===== src/rtl/hazard_ctrl_pkg.sv =====
// ============================================================================
// Module : coreUtils (package)
// Brief  : Shared FSM state encoding and counter widths for hazard_ctrl.
// Rev    : 1.0  initial release
// ============================================================================
`default_nettype none

package coreUtils;

  typedef enum logic [1:0] {
    HZ_RUN      = 2'd0,
    HZ_LU_STALL = 2'd1,
    HZ_MEM_WAIT = 2'd2,
    HZ_ERR      = 2'd3
  } hz_state_t;

  // Wide enough for the largest legal MEM_TIMEOUT (255)
  localparam int HZ_CNT_W  = 8;
  localparam int HZ_PERF_W = 32;

endpackage

`default_nettype wire


===== src/rtl/hazard_ctrl_cmp.sv =====
// ============================================================================
// Module : hazard_cmp
// Brief  : Combinational load-use hazard detector (EX load vs. ID sources).
// Rev    : 1.0  initial release
// ============================================================================
`default_nettype none

module hazard_cmp (
  input  logic [4:0] i_id_rs1,
  input  logic [4:0] i_id_rs2,
  input  logic       i_id_use_rs1,
  input  logic       i_id_use_rs2,
  input  logic [4:0] i_ex_rd,
  input  logic       i_ex_isLoad,
  input  logic       i_ex_Wreg,
  output logic       o_hazard
);

  logic w_ld_writes;
  logic w_hit_rs1;
  logic w_hit_rs2;

  // x0 is hard-wired zero, so a load targeting it can never be a producer
  assign w_ld_writes = i_ex_isLoad & i_ex_Wreg & (i_ex_rd != 5'd0);
  assign w_hit_rs1   = i_id_use_rs1 & (i_id_rs1 == i_ex_rd);
  assign w_hit_rs2   = i_id_use_rs2 & (i_id_rs2 == i_ex_rd);
  assign o_hazard    = w_ld_writes & (w_hit_rs1 | w_hit_rs2);

endmodule

`default_nettype wire


===== src/rtl/hazard_ctrl.sv =====
// ============================================================================
// Module : hazard_ctrl
// Brief  : Pipeline hazard FSM: load-use stall, memory-wait freeze with
//          timeout, branch flush. Optional perf counters: HAZARD_PERF_CNT_EN.
// Rev    : 1.0  initial release
// ============================================================================
`default_nettype none

module hazard_ctrl
  import coreUtils::*;
#(
  parameter int MEM_TIMEOUT = 255
) (
  input  logic       clk,
  input  logic       rst,
  input  logic [4:0] id_rs1,
  input  logic [4:0] id_rs2,
  input  logic       id_use_rs1,
  input  logic       id_use_rs2,
  input  logic [4:0] ex_rd,
  input  logic       ex_isLoad,
  input  logic       ex_Wreg,
  input  logic       ex_branch_taken,
  input  logic       mem_req,
  input  logic       mem_ready,
  output logic       stall_if,
  output logic       stall_id,
  output logic       bubble_ex,
  output logic       flush_id,
  output logic       flush_ex,
  output logic       freeze_all,
  output logic       mem_err
`ifdef HAZARD_PERF_CNT_EN
  ,
  output logic [HZ_PERF_W-1:0] lu_stall_cnt,
  output logic [HZ_PERF_W-1:0] mem_stall_cnt,
  output logic [HZ_PERF_W-1:0] flush_cnt
`endif
);

  localparam logic [HZ_CNT_W-1:0] c_TIMEOUT = HZ_CNT_W'(MEM_TIMEOUT);

  hz_state_t             r_state;
  hz_state_t             w_state_nxt;
  logic [HZ_CNT_W-1:0]   r_wait_cnt;
  logic [HZ_CNT_W-1:0]   w_cnt_nxt;
  logic                  r_br_pend;
  logic                  w_pend_nxt;
  logic                  w_hazard;
  logic                  w_branch;
  logic                  w_unfrozen;
  logic                  w_lu_ok;
  logic                  w_stall;
  logic                  w_flush;
  logic                  w_freeze;
  logic                  w_err;

  hazard_cmp u_cmp (
    .i_id_rs1     (id_rs1),
    .i_id_rs2     (id_rs2),
    .i_id_use_rs1 (id_use_rs1),
    .i_id_use_rs2 (id_use_rs2),
    .i_ex_rd      (ex_rd),
    .i_ex_isLoad  (ex_isLoad),
    .i_ex_Wreg    (ex_Wreg),
    .o_hazard     (w_hazard)
  );

  // A branch seen while frozen is remembered and acted on once unfrozen
  assign w_branch = ex_branch_taken | r_br_pend;

  always_comb begin
    w_state_nxt = r_state;
    w_cnt_nxt   = r_wait_cnt;
    w_pend_nxt  = r_br_pend;
    w_unfrozen  = 1'b0;
    w_lu_ok     = 1'b0;
    w_stall     = 1'b0;
    w_flush     = 1'b0;
    w_freeze    = 1'b0;
    w_err       = 1'b0;

    case (r_state)
      HZ_ERR: begin
        w_freeze = 1'b1;
        w_err    = 1'b1;
      end
      HZ_MEM_WAIT: begin
        if (!mem_ready) begin
          w_freeze   = 1'b1;
          w_pend_nxt = r_br_pend | ex_branch_taken;
          w_cnt_nxt  = r_wait_cnt + 1'b1;
          if (w_cnt_nxt == c_TIMEOUT) begin
            w_state_nxt = HZ_ERR;
          end
        end else begin
          w_unfrozen = 1'b1;
          w_lu_ok    = 1'b1;
        end
      end
      default: begin
        if (mem_req && !mem_ready) begin
          w_freeze    = 1'b1;
          w_pend_nxt  = r_br_pend | ex_branch_taken;
          w_cnt_nxt   = '0;
          w_state_nxt = HZ_MEM_WAIT;
        end else begin
          w_unfrozen = 1'b1;
          // The cycle after a stall must not re-stall on the same pair
          w_lu_ok    = (r_state == HZ_RUN);
        end
      end
    endcase

    if (w_unfrozen) begin
      w_state_nxt = HZ_RUN;
      if (w_branch) begin
        w_flush    = 1'b1;
        w_pend_nxt = 1'b0;
      end else if (w_lu_ok && w_hazard) begin
        w_stall     = 1'b1;
        w_state_nxt = HZ_LU_STALL;
      end
    end
  end

  assign stall_if   = w_stall  & ~rst;
  assign stall_id   = w_stall  & ~rst;
  assign bubble_ex  = w_stall  & ~rst;
  assign flush_id   = w_flush  & ~rst;
  assign flush_ex   = w_flush  & ~rst;
  assign freeze_all = w_freeze & ~rst;
  assign mem_err    = w_err    & ~rst;

  always_ff @(posedge clk) begin
    if (rst) begin
      r_state    <= HZ_RUN;
      r_wait_cnt <= '0;
      r_br_pend  <= 1'b0;
    end else begin
      r_state    <= w_state_nxt;
      r_wait_cnt <= w_cnt_nxt;
      r_br_pend  <= w_pend_nxt;
    end
  end

`ifdef HAZARD_PERF_CNT_EN
  always_ff @(posedge clk) begin
    if (rst) begin
      lu_stall_cnt  <= '0;
      mem_stall_cnt <= '0;
      flush_cnt     <= '0;
    end else begin
      if (w_stall)  lu_stall_cnt  <= lu_stall_cnt  + 1'b1;
      if (w_freeze) mem_stall_cnt <= mem_stall_cnt + 1'b1;
      if (w_flush)  flush_cnt     <= flush_cnt     + 1'b1;
    end
  end
`endif

endmodule

`default_nettype wire


===== config.mk =====
export PLATFORM = sky130hd
export DESIGN_NAME = hazard_ctrl
export DESIGN_NICKNAME = d
export VERILOG_FILES = /design/src/rtl/hazard_ctrl_pkg.sv /design/src/rtl/hazard_ctrl_cmp.sv /design/src/rtl/hazard_ctrl.sv
export SDC_FILE = /design/constraint.sdc
export NUM_CORES = 1
export LEC_CHECK = 0
export BUFFER_PORTS_ARGS = -buffer_cell sky130_fd_sc_hd__buf_4
export CAP_MARGIN = 20
export CORE_UTILIZATION = 49
export CTS_CLUSTER_SIZE = 30
export DETAILED_ROUTE_END_ITERATION = 10
export PLACE_DENSITY_LB_ADDON = 0.25
export SETUP_SLACK_MARGIN = 0.05
export SYNTH_ARGS = -nofsm -noshare
export SYNTH_HDL_FRONTEND = slang
export SYNTH_SLANG_ARGS = --single-unit

===== constraint.sdc =====
create_clock -name clk -period 3.25 [get_ports clk]
set_input_delay 0 -clock clk [delete_from_list [all_inputs] [get_ports clk]]
set_output_delay 0 -clock clk [all_outputs]
set_load 0.02 [all_outputs]

### Word level (Yosys, flattened, before mapping)

Cells that the tools add are included.

* register bits after elaboration: 11
* input port bits: 24
* output and inout bits: 7
* word-level logic and storage cells: 64

* add/subtract/negate cells: 1
* equal/unequal tests: 9
* muxes and demuxes: 29
* bitwise logic cells: 13
* reduce and logical (&&, ||, !) cells: 9

Operators by type and width (count)
* two-way mux 1 bit: 17
* two-way mux 8 bit: 2
* one-hot mux 8 bit (2 select lines): 1
* equality test 5 bit: 2
* bitwise AND 1 bit: 9
* adder 8 x 1 -> 8 bit (second input constant): 1
* equality test 8 bit (second input constant): 1
* two-way mux 2 bit: 4
* one-hot mux 1 bit (2 select lines): 4
* != test 3 bit (second input constant): 2
* nonzero test 5 bit: 1
* equality test 2 bit (second input constant): 2
* != test 2 bit (second input constant): 2
* one-hot mux 2 bit (2 select lines): 1
* AND reduction 4 bit: 1
* AND reduction 3 bit: 1
* nonzero test 3 bit: 1
* logical AND 1 bit: 2
* logical NOT 2 bit: 1
* NOT 1 bit: 2
* bitwise OR 1 bit: 2
* nonzero test 2 bit: 1
* logical NOT 1 bit: 1

### Depth between registers and ports, before layout

Gate-level depths: netlist of the first run.

* word-level depth: 9
* gate-level depth with buffers: 6

### By module

From an unflattened synthesis of the first run, not the netlist that was laid out.

* cell total of the unflattened synthesis: 114
* area, all modules: 868.3 µm²

By module, submodules not included
* hazard_ctrl: times used 1, cells an instance 97, area an instance 733.2 µm²
* hazard_cmp: times used 1, cells an instance 17, area an instance 135.1 µm²

### Worst setup path after synthesis of the first run

OpenSTA, ideal clock, no wires.

* path kind: flip-flop to flip-flop
* start: register r_wait_cnt[0]
* end: register r_state[0]
* setup time: 0.122 ns
* arrival time: 1.193 ns
* data required time: 3.128 ns
* setup slack: 1.934 ns
* stages on the path, launching flop included: 5
* cells stage by stage: dfxtp_1 ha_1 and3_1 xor2_1 a311o_1

* longest elaborated chain between the ends: 4

RTL lines
* from (decl): RTL line hazard_ctrl.sv:45 `logic [HZ_CNT_W-1:0] r_wait_cnt;`
* from (signal assigned): RTL line hazard_ctrl.sv:142 `r_wait_cnt <= w_cnt_nxt;`
* adder 8 x 1 -> 8 bit: RTL line hazard_ctrl.sv:92 `w_cnt_nxt = r_wait_cnt + 1'b1;`
* equality test 8 bit: RTL line hazard_ctrl.sv:93 `if (w_cnt_nxt == c_TIMEOUT) begin`
* != test 3 bit (no source line)
* AND reduction 4 bit (no source line)
* to (signal assigned): RTL line hazard_ctrl.sv:141 `r_state <= w_state_nxt;`
* to (decl): RTL line hazard_ctrl.sv:43 `hz_state_t r_state;`

No other way between the ends.
A chain may end at the register's enable or synchronous reset.

### Worst setup path after layout of the first run

* start: register r_state[0]
* end: output stall_id

* longest elaborated chain between the ends: 8

RTL lines
* logical NOT 2 bit: RTL line hazard_ctrl.sv:110 `w_lu_ok = (r_state == HZ_RUN);`
* two-way mux 1 bit: RTL line hazard_ctrl.sv:102 `if (mem_req && !mem_ready) begin`
* one-hot mux 1 bit (2 select lines): RTL line hazard_ctrl.sv:83 `case (r_state)`
* logical AND 1 bit: RTL line hazard_ctrl.sv:120 `end else if (w_lu_ok && w_hazard) begin`
* two-way mux 1 bit: RTL line hazard_ctrl.sv:120
* two-way mux 1 bit: RTL line hazard_ctrl.sv:117 `if (w_branch) begin`
* two-way mux 1 bit *: RTL line hazard_ctrl.sv:115 `if (w_unfrozen) begin`
* bitwise AND 1 bit *: RTL line hazard_ctrl.sv:128 `assign stall_id = w_stall & ~rst;`
* to (decl): RTL line hazard_ctrl.sv:27 `output logic stall_id,`

Every way passes the cells marked *; elsewhere a longest branch is shown, timed or not.

==> results_dict.tcl, run 1 <==
set metrics [dict create \
    grt_max_degree 15 \
    grt_pass1_vias 648 \
    fin_crit_ns 1.59 \
    post-route-period-util 0.490 \
    worst_skew_pair.late_latency_ns 0.26 \
    rr_startpoint "r_state[0]$_SDFFE_PP0P_" \
    setup_viol 0 \
    synth_fp_nets 121 \
    holdPathEnd "r_wait_cnt[7]$_SDFFE_PP0P_" \
    critical-path-slowest-cell "dfxtp_1" \
    synth_cell_types 27 \
    wire_per_inst_um 13.5 \
    cts_hold_buf 0 \
    max_cap_violations 0 \
    status "finished, final reports clean" \
    via_count 779 \
    ys_seq_area_frac 0.299 \
    port_buffers 30 \
    boundaryPins 31 \
    root_buffer "clkbuf_4" \
    clk_pin_slew_ns 0.07 \
    cpPeakStageDelay_ns 0.33 \
    cts_tree "yes" \
    critPathRequiredTime_ns 3.25 \
    wirelength_mm 1.88 \
    syn_area_um2 736 \
    fillers 116 \
    nNetsFinal 151 \
    remaining_drc_errors 0 \
    worst_slew_pin_slew_ns 0.659 \
    coreArea_mm2 0.00135 \
    fin_setup_tns_ns 0 \
    grt_usage 0.246 \
    htree_levels 1 \
    dp.final_hpwl_mm 1.48 \
    first_iter_violations 9 \
    dieArea_mm2 0.00166 \
    total_leakage_power_nw 0.390 \
    worstPathArrival_ns 1.59 \
    hold_depth 2 \
    rr_endpoint "r_wait_cnt[3]$_SDFFE_PP0P_" \
    initial_core_util 0.545 \
    die_w_um 40.8 \
    cp.buffers_inverters 1 \
    fin_skew_ns 0.00537 \
    clock-sinks 11 \
    powerDensity_mw_per_mm2 297 \
    rsz0062_at_grt "no" \
    fmax_mhz 628 \
    drive_gt1_frac 0.266 \
    slew_viol_final 0 \
    worstPathCellList "o22ai_1 > nor2b_1 > o2111a_1 > buf_4" \
    endpoint_kind "output pin" \
    cts_setup_buffers 0 \
    path_max_fanout 4 \
    start_kind "flop" \
    syn_to_final_growth_pct 32.7 \
    rr_worst_depth 5 \
    min_from "rst" \
    rows 13 \
    synth-seq-cells 11 \
    die_h_um 40.8 \
    ant_nets 0 \
    cts_resized 0 \
    r2r_slack_ns 1.68 \
    max_slew_margin 0.560 \
    grt_pass1_wl_mm 2.66 \
    antenna_found_initial 0 \
    crit_type "reg2out" \
    n_antenna_cell 0 \
    crit_family "compound AO/OA/AOI/OAI gates" \
    dr.pass1.iters 4 \
    grt_overflow_total 0 \
    place.gp.congestion 0.806 \
    syn_inst 95 \
    finalHoldViolations 0 \
    vdd_drop_max_mv 0.244 \
    synth.avg_cell_area_um2 7.74 \
    yosys_warnings 0 \
    hold_slack_ns 0.00990 \
    hold_path_class "in2reg" \
    viasPerCell 5.60 \
    cts_buffers 3 \
    clock_path_buffers 2 \
]
## worst max-delay path by stage
stage,start,endpoint,depth (start not counted)
2_1_floorplan,r_wait_cnt[0]$_SDFFE_PP0P_,r_state[0]$_SDFFE_PP0P_,4
6_report,r_state[0]$_SDFFE_PP0P_,stall_id,4
3_3_place_gp,r_state[0]$_SDFFE_PP0P_,r_wait_cnt[3]$_SDFFE_PP0P_,5
3_5_place_dp,r_state[0]$_SDFFE_PP0P_,r_wait_cnt[3]$_SDFFE_PP0P_,5
5_1_grt,r_state[0]$_SDFFE_PP0P_,stall_id,4
4_1_cts,r_state[0]$_SDFFE_PP0P_,stall_id,4
## cell type report
| class | instances | area [um^2] | area share |
|---|---|---|---|
| inverter | 3 | 11.3 | 0.0115 |
| timing repair buffer | 30 | 225 | 0.231 |
| clock buffer | 4 | 26.3 | 0.0269 |
| multi-input combinational | 76 | 474 | 0.486 |
| tap | 15 | 18.8 | 0.0192 |
| sequential | 11 | 220 | 0.226 |
## cells by family (layout without fill, tap and decap cells)
logic type | after synthesis | count (layout) | share of synthesized area
AND/OR/NAND/NOR | 40 | 40 | 0.269
AO/OA/AOI/OAI | 21 | 21 | 0.187
XOR/XNOR | 13 | 13 | 0.155
flip-flops | 11 | 11 | 0.299
buffers and inverters | 8 | 37 | 0.0561
adder cells (fa/ha/maj) | 2 | 2 | 0.0340
## layer usage
metal / vias to the layer above / wire length, um / GRT usage
met2: 36 / 989 / 0.472
met3: 2 / 153 / 0.0598
met4: 0 / 12 / 0.0833
met5: - / 0 / 0
li1: 400 / - / -
met1: 341 / 720 / 0.254
## cells in the mapped netlist, drive strengths merged
cell type	instances	area [um^2]
a311o	1	10.0
a21oi	7	35.0
nand4	3	18.8
and3	2	12.5
nor3	2	10.0
a31oi	1	6.26
or4	1	7.51
inv	3	11.3
nand2b	3	18.8
o21a	1	7.51
xor2	1	8.76
ha	2	25.0
nor4	2	12.5
clkbuf	2	7.51
nor2b	2	12.5
o21ai	4	20.0
buf	3	22.5
nor2	13	48.8
nand3	3	15.0
xnor2	12	105
a41oi	1	8.76
dfxtp	11	220
nand2	7	26.3
o2111a	1	11.3
o22ai	2	12.5
a311oi	3	26.3
nor3b	2	15.0
## cell usage in the layout, fill, tap and decap left out, drive strengths merged, types with 4 or more instances in the layout
cell type | Yosys | layout
clkbuf | 2 | 4
dfxtp | 11 | 11
o21ai | 4 | 4
xnor2 | 12 | 12
buf | 3 | 30
nand2 | 7 | 7
a21oi | 7 | 7
nor2 | 13 | 13
## registers in the layout (all words and copies together), names as in the netlist
register and count:
r_br_pend 1, r_wait_cnt 8, r_state 2
## power breakdown
part / switching (W) / internal (W)
logic: 0.0000271 / 0.0000339
registers: 0.000000830 / 0.000136
clock network: 0.0000448 / 0.0000474
## stage by stage
step	instances	total power (W)	util	instance area, um^2	setup WS [ns]
CTS	139	0.000291	0.723	976	1.66
global placement	135	0.000199	0.703	950	1.78
global route	139	0.000303	0.723	976	1.53
floorplan	95	0.000168	-	736	1.93
finish	139	0.000290	0.723	976	1.66
detailed placement	135	0.000201	0.703	950	1.70
Power figures use the tool's default switching activity.
==> run 2: changes to the inputs <==
--- a/config.mk
+++ b/config.mk
@@ -7,7 +7,7 @@
 export LEC_CHECK = 0
 export BUFFER_PORTS_ARGS = -buffer_cell sky130_fd_sc_hd__buf_4
 export CAP_MARGIN = 20
-export CORE_UTILIZATION = 49
+export CORE_UTILIZATION = 46
 export CTS_CLUSTER_SIZE = 30
 export DETAILED_ROUTE_END_ITERATION = 10
 export PLACE_DENSITY_LB_ADDON = 0.25
==> constraint.sdc (replaced) <==
create_clock -name clk -period 1.5 [get_ports clk]
set_input_delay 0 -clock clk [delete_from_list [all_inputs] [get_ports clk]]
set_output_delay 0 -clock clk [all_outputs]
set_load 0.02 [all_outputs]
==> results_dict.tcl, run 2 (synthesis gave the netlist of run 1 again) <==
set metrics [dict create \
    status "finished, final reports clean" \
    top_register "r_wait_cnt" \
    worstPathCellList "o22ai_1 > nor2b_2 > o2111a_2 > buf_4" \
    nNetsFinal 154 \
    top_usage_layer "met2" \
    clk_pin_slew_ns 0.07 \
    port_buffers 30 \
    rsz0062_at_grt "yes" \
    viasPerCell 5.48 \
    largest_registers "r_wait_cnt: 8 flops, r_state: 2 flops, r_br_pend: 1 flops" \
    die_w_um 42.0 \
    grt_max_degree 15 \
    n_antenna_cell 0 \
    fmax_mhz 724 \
    layout_common_cells "buf_4 (33), nor2_1 (13), xnor2_1 (12), dfxtp_1 (11)" \
    antenna_found_initial 0 \
    via_count 784 \
    grt_pass1_vias 773 \
    final.setup.worst_slack_ns 0.118 \
    remaining_drc_errors 0 \
    grt_usage 0.208 \
    crit_type "reg2out" \
    boundaryPins 31 \
    fin_crit_ns 1.38 \
    initial_core_util 0.488 \
    gr-usage-met2 0.394 \
    dpl_worst_slack_ns 0.128 \
    dr.pass1.iters 4 \
    cpPeakStageDelay_ns 0.34 \
    wirelength_mm 1.78 \
    post-route-util 0.674 \
    drive_gt1_frac 0.331 \
    total_leakage_power_nw 0.404 \
    critical-path-slowest-cell "dfxtp_1" \
    rr_worst_depth 5 \
    max_slew_margin 0.785 \
    ant_nets 0 \
    worstSetupStartpoint "r_state[0]$_SDFFE_PP0P_" \
    vdd_drop_max_mv 0.462 \
    path_max_fanout 4 \
    largest_register_ffs 8 \
    cp-endpoint "stall_id" \
    slew_viol_final 0 \
    fin_skew_ns 0.00235 \
    worst_skew_pair.late_latency_ns 0.26 \
    dp.final_hpwl_mm 1.36 \
    worst_slew_pin_slew_ns 0.321 \
    final_common_cell "buf_4" \
    power_w 0.000633 \
    rr_startpoint "r_state[0]$_SDFFE_PP0P_" \
    max_cap_violations 0 \
    root_buffer "clkbuf_4" \
    grt_overflow_total 0 \
    setup_viol 0 \
    hold_slack_ns 0.0196 \
    start_kind "flop" \
    cts_buffers 3 \
    htree_levels 1 \
    hold_path_class "in2reg" \
    critPathRequiredTime_ns 1.50 \
    r2r_slack_ns 0.13 \
    crit_cells 4 \
    post-route-period-util 0.921 \
    grt_use_met1 0.212 \
    place.gp.congestion 0.816 \
    clock_path_buffers 2 \
    coreArea_mm2 0.00151 \
    met3_usage 0.0172 \
    finalHoldViolations 0 \
    cts_hold_buf 0 \
    powerDensity_mw_per_mm2 623 \
    syn_to_final_growth_pct 38.1 \
    wire_per_inst_um 12.5 \
    cp.buffers_inverters 1 \
    worstPathArrival_ns 1.38 \
    endpoint_kind "output pin" \
    rr_endpoint "r_wait_cnt[7]$_SDFFE_PP0P_" \
    grt_pass1_wl_mm 2.88 \
    cts_tree "yes" \
    fin_setup_tns_ns 0 \
    dieArea_mm2 0.00176 \
    fillers 129 \
    clock-sinks 11 \
    rows 14 \
    die_h_um 42.0 \
    crit_family "compound AO/OA/AOI/OAI gates" \
    first_iter_violations 7 \
]
## run 2: layer usage
metal  up-vias  part of all wire
met2        36              0.50
met1       341              0.39
met4         0             0.021
met3         5             0.082
li1        402                 -
met5         -                 0
## run 2: worst min path at each step
stage                     startpoint                         end  slack (ns)  depth (start not counted)
after detailed placement         rst  r_wait_cnt[5]$_SDFFE_PP0P_        0.29                          2
final                            rst  r_wait_cnt[5]$_SDFFE_PP0P_        0.02                          2
after global placement           rst     r_state[1]$_SDFFE_PP0P_        0.28                          2
after global routing             rst  r_wait_cnt[7]$_SDFFE_PP0P_        0.02                          2
after CTS                        rst  r_wait_cnt[5]$_SDFFE_PP0P_       0.004                          2
after floorplan                  rst  r_wait_cnt[5]$_SDFFE_PP0P_        0.07                          1
## run 2: repair_timing
item                                    4_1_cts  5_1_grt
gates resized for setup                       0        6
endpoints found under the setup margin        0        6
setup buffers                                 0        1
## run 2: per-stage QoR
stage               cells  cell area, um^2
global route          143             1020
CTS                   142              992
global placement      138              966
floorplan              95              736
detailed placement    138              966
finish                143             1020
## run 2: final cells by class
type / count / area (um^2) / area share
Multi-Input combinational cell: 76 / 490 / 0.483
Timing Repair Buffer: 33 / 248 / 0.244
Sequential cell: 11 / 220 / 0.217
Clock buffer: 4 / 26.3 / 0.0259
Tap cell: 16 / 20.0 / 0.0197
Inverter: 3 / 11.3 / 0.0111
## run 2: report_power, final
| part | switching (W) | internal [W] | leakage [nW] |
|---|---|---|---|
| registers | 0.00000181 | 0.000294 | 0.0887 |
| clock network | 0.0000956 | 0.000103 | 0.0150 |
| logic | 0.0000609 | 0.0000782 | 0.300 |
| total | 0.000158 | 0.000475 | 0.404 |
